===== src/rtl/ddr_wr.sv =====
// AXI4 write master: buffers up to BURST_LEN stream beats, then issues AW, W and B for each burst.
// Burst n is written to ctrl_baseaddr + n*ctrl_addroffset.
module ddr_wr #(
  parameter int unsigned BURST_LEN        = 64,
  parameter int unsigned M_AXI_ADDR_WIDTH = 32,
  parameter int unsigned DATA_WIDTH       = 32
) (
  input  logic                        axi_aclk,
  input  logic                        axi_areset,
  input  logic [DATA_WIDTH-1:0]       s_axis_tdata,
  input  logic                        s_axis_tvalid,
  output logic                        s_axis_tready,
  input  logic                        s_axis_tlast,
  output logic [M_AXI_ADDR_WIDTH-1:0] m_axi_awaddr,
  output logic                        m_axi_awvalid,
  input  logic                        m_axi_awready,
  output logic [7:0]                  m_axi_awlen,
  output logic [2:0]                  m_axi_awsize,
  output logic [1:0]                  m_axi_awburst,
  output logic [DATA_WIDTH-1:0]       m_axi_wdata,
  output logic [3:0]                  m_axi_wstrb,
  output logic                        m_axi_wvalid,
  input  logic                        m_axi_wready,
  output logic                        m_axi_wlast,
  input  logic [1:0]                  m_axi_bresp,
  input  logic                        m_axi_bvalid,
  output logic                        m_axi_bready,
  input  logic                        ctrl_start,
  input  logic [M_AXI_ADDR_WIDTH-1:0] ctrl_baseaddr,
  input  logic [M_AXI_ADDR_WIDTH-1:0] ctrl_addroffset,
  output logic                        stat_done,
  output logic                        stat_err,
  output logic [15:0]                 stat_bursts
);

  localparam int unsigned CW    = $clog2(BURST_LEN + 1);
  localparam int unsigned IW    = (BURST_LEN > 1) ? $clog2(BURST_LEN) : 1;
  localparam int unsigned DEPTH = 1 << IW;

  typedef enum logic [2:0] {IDLE, FILL, AW, W, B, DONE} state_t;

  state_t state, state_next;

  logic [DATA_WIDTH-1:0]       buf_mem [DEPTH];
  logic [CW-1:0]               cnt;
  logic [CW-1:0]               rd;
  logic [CW-1:0]               cnt_inc;
  logic [M_AXI_ADDR_WIDTH-1:0] cur_addr;
  logic [M_AXI_ADDR_WIDTH-1:0] offset;
  logic                        last_flag;
  logic                        last_beat;

  assign cnt_inc   = cnt + CW'(1);
  assign last_beat = (rd == cnt - CW'(1));

  assign m_axi_awaddr  = cur_addr;
  assign m_axi_awlen   = (cnt == '0) ? '0 : 8'(cnt - CW'(1));
  assign m_axi_awsize  = 3'b010;
  assign m_axi_awburst = 2'b01;
  assign m_axi_wstrb   = 4'hF;
  assign m_axi_wdata   = buf_mem[rd[IW-1:0]];
  assign m_axi_wlast   = (state == W) && last_beat;

  always_ff @(posedge axi_aclk or posedge axi_areset) begin
    if (axi_areset) state <= IDLE;
    else            state <= state_next;
  end

  // Handshake outputs come from the state register only, never from the ready inputs.
  always_comb begin
    state_next    = state;
    s_axis_tready = 1'b0;
    m_axi_awvalid = 1'b0;
    m_axi_wvalid  = 1'b0;
    m_axi_bready  = 1'b0;
    case (state)
      IDLE, DONE: if (ctrl_start) state_next = FILL;
      FILL: begin
        s_axis_tready = 1'b1;
        if (s_axis_tvalid && ((cnt_inc == CW'(BURST_LEN)) || s_axis_tlast)) state_next = AW;
      end
      AW: begin
        m_axi_awvalid = 1'b1;
        if (m_axi_awready) state_next = W;
      end
      W: begin
        m_axi_wvalid = 1'b1;
        if (m_axi_wready && last_beat) state_next = B;
      end
      B: begin
        m_axi_bready = 1'b1;
        if (m_axi_bvalid) state_next = last_flag ? DONE : FILL;
      end
      default: state_next = IDLE;
    endcase
  end

  always_ff @(posedge axi_aclk or posedge axi_areset) begin
    if (axi_areset) begin
      cnt         <= '0;
      rd          <= '0;
      cur_addr    <= '0;
      offset      <= '0;
      last_flag   <= 1'b0;
      stat_done   <= 1'b0;
      stat_err    <= 1'b0;
      stat_bursts <= '0;
    end else begin
      case (state)
        IDLE, DONE: begin
          if (ctrl_start) begin
            cur_addr    <= ctrl_baseaddr;
            offset      <= ctrl_addroffset;
            cnt         <= '0;
            last_flag   <= 1'b0;
            stat_done   <= 1'b0;
            stat_err    <= 1'b0;
            stat_bursts <= '0;
          end
        end
        FILL: begin
          if (s_axis_tvalid) begin
            cnt <= cnt_inc;
            if (s_axis_tlast) last_flag <= 1'b1;
          end
        end
        AW: if (m_axi_awready) rd <= '0;
        W:  if (m_axi_wready) rd <= rd + CW'(1);
        B: begin
          if (m_axi_bvalid) begin
            stat_err    <= stat_err | (m_axi_bresp != 2'b00);
            stat_bursts <= stat_bursts + 16'd1;
            cur_addr    <= cur_addr + offset;
            cnt         <= '0;
            if (last_flag) stat_done <= 1'b1;
          end
        end
        default: ;
      endcase
    end
  end

  always_ff @(posedge axi_aclk) begin
    if (state == FILL && s_axis_tvalid) buf_mem[cnt[IW-1:0]] <= s_axis_tdata;
  end

endmodule


===== config.mk =====
export PLATFORM = sky130hd
export DESIGN_NAME = ddr_wr
export DESIGN_NICKNAME = d
export VERILOG_FILES = /design/src/rtl/ddr_wr.sv
export SDC_FILE = /design/constraint.sdc
export NUM_CORES = 2
export LEC_CHECK = 0
export CELL_PAD_IN_SITES_DETAIL_PLACEMENT = 2
export CELL_PAD_IN_SITES_GLOBAL_PLACEMENT = 2
export CORE_ASPECT_RATIO = 0.8
export CORE_MARGIN = 2
export CORE_UTILIZATION = 30
export CTS_CLUSTER_SIZE = 14
export DETAILED_ROUTE_END_ITERATION = 16
export DONT_BUFFER_PORTS = 1
export PLACE_DENSITY_LB_ADDON = 0.1
export SYNTH_ARGS = -nofsm -noshare
export SYNTH_HDL_FRONTEND = slang
export SYNTH_SLANG_ARGS = --single-unit

===== constraint.sdc =====
create_clock -name axi_aclk -period 4.2 [get_ports axi_aclk]
set_input_delay 0 -clock axi_aclk [delete_from_list [all_inputs] [get_ports axi_aclk]]
set_output_delay 0 -clock axi_aclk [all_outputs]
set_load 0.1 [all_outputs]

* Word level (Yosys, flattened, before mapping) *
Memory sizes are Yosys's and may differ from the RTL's.
Cells that the tools add are included.

cells by class
  muxes and demuxes = 36
  eq/ne operators = 16
  add/subtract/negate cells = 6
  reduce and logical (&&, ||, !) cells = 20
  bitwise gates (word level) = 1

operators with widths
  cell                     count
  $mux W32                 2
  $pmux W32 S2             1
  $mux W7                  5
  $add A32 B32 Y32         1
  $mux W16                 2
  $pmux W16 S2             1
  $pmux W7 S3              1
  $mux W3                  6
  $add A16 B1 Y16 const B  1
  $ne A2 B2 Y1 const B     8
  $pmux W3 S5              1
  $add A7 B1 Y7 const B    2
  $pmux W7 S2              1
  $mux W1                  12
  $reduce_and A4 Y1        3
  $mux W8                  1
  $reduce_bool A2 Y1       4
  $sub A7 B1 Y8 const B    1
  $eq A7 B7 Y1             1
  $eq A7 B7 Y1 const B     1
  $logic_not A7 Y1         1
  $sub A7 B1 Y7 const B    1
  $eq A3 B2 Y1 const B     2
  $eq A3 B3 Y1 const B     2
  12 further kinds         18

word-level totals
  input bits = 106
  memories kept = 1
  register bits after elaboration = 100
  output and inout bits = 104
  memory bits (writable) = 2048

memories
  name     depth  width  rd ports  clocked after memory_dff  wr ports  line  text
  buf_mem  64     32     1         0                         1         44    logic [DATA_WIDTH-1:0] buf_mem [DEPTH];

* Longest topological paths before layout *
  depth in word-level cells = 6
  gate-level depth with buffers = 11

* Worst setup path after synthesis *
Ideal clock, no wire load.

  path kind = register to register
  start = register state[0]
  end = memory buf_mem[24][0] (enable)
  stages on the path, launching flop included = 8
  clock period less this slack = 4.814 ns
  library setup time = 0.421 ns
  path slack = -0.614 ns
  arrival time = 4.393 ns
  path through = dfrtp_1 > clkbuf_1 > nand2b_1 > nor2_1 > nand2_1 > nor2_1 > nand3_1 > nor2_1

between the ends
  cells in the longest elaborated chain, start to end = 4

RTL lines
  what                           line  text
  from (decl)                    42    state_t state, state_next;
  from (signal assigned)         66    else state <= state_next;
  $eq A3 B1 Y1                   144   if (state == FILL && s_axis_tvalid) buf_mem[cnt[IW-1:0]] <= s_axis_tdata;
  $logic_and A1 B1 Y1            144
  $mux W1                        144
  $mux W1 (not written as such)  144
  to (decl)                      44

Every way passes these cells.

* Worst setup path in the final report *
  start = register rd[0]
  end = output port m_axi_wdata[14]

between the ends
  cells in the longest elaborated chain, start to end = 1

RTL lines
  what                    line  text
  from (decl)             46    logic [CW-1:0] rd;
  from (signal assigned)  128   W: if (m_axi_wready) rd <= rd + CW'(1);
  $mem_v2 Z64 W32         -
  to (decl)               20    output logic [DATA_WIDTH-1:0] m_axi_wdata,

Every way passes these cells.

==> results.toml <==
[floorplan]
fp-row-count = 174
fp.dieH_um = 479.9
io_pins = 210
start_util_pct = 30.19
die_x_um = 598.9
core_area_um2 = 281300
die-area_um2 = 287400

[synthesis]
synth.distinct_cells = 65
synth_top_family_by_area = "multiplexers"
netlist_top_cells_area = "edfxtp_1 (72%), mux4_2 (15%), mux2i_1 (3.5%), dfrtp_1 (2.9%), nand2_1 (0.73%)"
syn_area_per_cell_um2 = 21.56
synth_largest_area_cell = "edfxtp_1"
synth_compound_area_share_pct = 1.352
muxShareOfSynthArea_pct = 18.73
async_flop_share_pct = 4.655
syn_area_um2 = 84930
synth_xor_area_share_pct = 0.5525
syn_inst = 3939
yosys_warnings = 0
synth-simple-area-share_pct = 2.127
synth_edf_count = 2048
synth-adder-area-share_pct = 0.5540
yosysSeqAreaShare_pct = 75.36
ys.flop_type = "edfxtp_1"
netlist.area_leader.share_pct = 72.41
synth-seq-cells = 2148

[sta]
rsz0062_at_grt = "no"
finalCritPeriodShare_pct = 98.32
fin_skew_ns = 0.06478
whs_ns = 0.01129
clock.fmax_mhz = 242.2
tns_ns = 0
relSlewSlack_pct = 20.36
hold_violations = 0
post-route-min-period_ns = 4.129
setup_viol = 0
fin_ws_ns = 0.07061
tightestPinTransition_ns = 1.195
maxSlewViolCount = 0

[routing]
ant_nets = 0
dr.first_iter.drc_count = 4020
firstDrtPassIters = 7
wl_per_cell_um = 32.77
remaining_drc_errors = 0
vias = 42462
viasPerCell = 5.023
drt_wl_total_um = 277000

[clock_network]
cts-root-buf = "clkbuf_16"
htree_levels = 4
clk_path_buf_depth = 4
cts_tree = "built"
clk_latency_ns = 0.90
clkTransAtPathRegs_ns = 0.06
cts_sinks = 2148
cts_buffers = 235

[worst_hold_path]
hold_path.class = "input pin to register"

[status]
status = "finished, final reports clean"

[setup_path]
cp_slowest_stage_delay_ns = 0.69
crit_slowest_cell = "dfrtp_4"
path_max_fanout = 13
crit_path_cell_trace = "buf_12, buf_4, mux4_2, mux2i_1, mux4_2, mux2i_4, buf_12"
crit_path_start_kind = "register"
critical_path_arrival_ns = 4.13
critical_path_class = "register to output pin"
end_kind = "output pin"
crit_required_ns = 4.20
reg2reg_setup_slack_ns = 0.52

[cells_and_area]
multi_input_area_um2 = 20780
seq_area_um2 = 64020
area_delta_synth_final_pct = 21.37
n_fill_cell = 26764
fin_util_pct = 36.65
layout.nets = 4625
drive_gt1_share_pct = 28.03

[global_routing]
track_usage_pct = 19.26
grt_pass1_vias = 46361
antenna_found_initial = 23
grt_max_degree = 74
grt_pass1_wl_um = 386100
gr-total-overflow = 0

[power]
power_density_nw_per_um2 = 638.1
p_leak_nw = 32.53
intPower_mw = 43.52
comb_power_share_pct = 32.6
power_frac_clock_pct = 30.2
swShare_pct = 33.84
power.share.sequential_pct = 37.2
ir_drop_mv = 0.5057
p_switching_mw = 22.26

[placement]
place_congestion = 0.7283
place_hpwl_um = 159700
dp_slack_ns = 0.5109
numPortBuffers = 0

[run]
maxCapViolCount = 0
through the flow:
step | area (µm²) | cells | total power, mW
floorplan | 85040 | 3946 | 38.03
global placement | 92790 | 7774 | 45.52
detailed placement | 92790 | 7774 | 45.51
CTS | 103000 | 8442 | 66.73
global route | 103100 | 8452 | 68.46
finish | 103100 | 8454 | 65.78
path summary, 6_finish.rpt:
path                                  from               end  cells after the start
max                                  rd[0]   m_axi_wdata[14]                      7
min in group asynchronous       axi_areset   stat_bursts[14]                      4
min                           m_axi_bvalid  m_axi_awaddr[29]                      4
max in group asynchronous       axi_areset             rd[0]                      4
min reg2reg                 stat_bursts[0]    stat_bursts[0]                      1
max reg2reg                m_axi_awaddr[2]  m_axi_awaddr[26]                     12
power by group through the flow:
stage          combinational (mW)  clock, mW  sequential (mW)
2_1_floorplan                12.4          0             25.6
3_3_place_gp                 20.6          0             24.9
3_5_place_dp                 20.6          0             24.9
4_1_cts                      21.8       20.5             24.5
5_1_grt                      22.8       21.2             24.5
6_report                     21.5       19.9             24.5
repair_timing:
action                     4_1_cts  5_1_grt
setup endpoints to repair       10        3
resized for setup                5        1
buffers inserted                 3        2
hold buffers                   250        0
hold endpoints to repair      2278        0
critical path: cells and delay by family, from the launching register on:
| family | cells | cell delay (ns) |
|---|---|---|
| flops | 1 | 0.69 |
| mux | 4 | 1.72 |
| buf+inv | 3 | 0.75 |
cell usage after synthesis, drive strengths merged, types with 22 or more instances:
library cell / number
o21ai: 52
nand3: 29
edfxtp: 2048
mux4: 576
mux2i: 293
ha: 36
dfrtp: 100
clkbuf: 102
xor2: 29
buf: 117
nor2: 126
nand2: 166
a21oi: 48
xnor2: 22
sequential cells by signal, indices dropped and copies added (netlist names):
register,cells
buf_mem,2048
m_axi_awaddr,32
offset,32
stat_bursts,16
cnt,7
rd,7
state,3
last_flag,1
stat_done,1
stat_err,1
area by class of cell:
class,instances,area share [%]
Tap cell,3784,4.593
Multi-Input combinational cell,1560,20.16
Antenna cell,10,0.02428
Timing Repair Buffer,518,6.136
Inverter,19,0.07890
Clock buffer,304,6.027
Clock inverter,111,0.8655
Sequential cell,2148,62.11
layer usage:
| metal | part of all wire (%) | track usage [%] |
|---|---|---|
| met5 | 0.017 | 0 |
| met4 | 2.4 | 4.611 |
| met3 | 4.5 | 3.038 |
| met2 | 46 | 30.08 |
| met1 | 47 | 28.16 |
cells in the final DEF, fill, tap and decap left out, drive strengths merged, types with 10 or more instances in the layout:
master and count:
o21ai 52, xnor2 22, a21oi 48, nand2 166, mux4 576, mux2i 293
or3 12, bufinv 13, nand4 11, buf 301, inv 24, xor2 29
ha 36, dfrtp 100, nor2 126, clkbuf 304, nor3 17, a21o 15
edfxtp 2048, dlygate4sd3 217, clkinv 86, o22ai 18, nand3 29, diode 10
cell families (layout without fill, tap and decap cells):
logic type | Yosys count | after routing
XOR/XNOR | 52 | 52
AO/OA/AOI/OAI | 185 | 185
adder cells (fa/ha/maj) | 37 | 37
flip-flops | 2148 | 2148
other | 2 | 19
multiplexers | 869 | 869
buffers and inverters | 238 | 952
AND/OR/NAND/NOR | 408 | 408
Power figures use the tool's default switching activity.
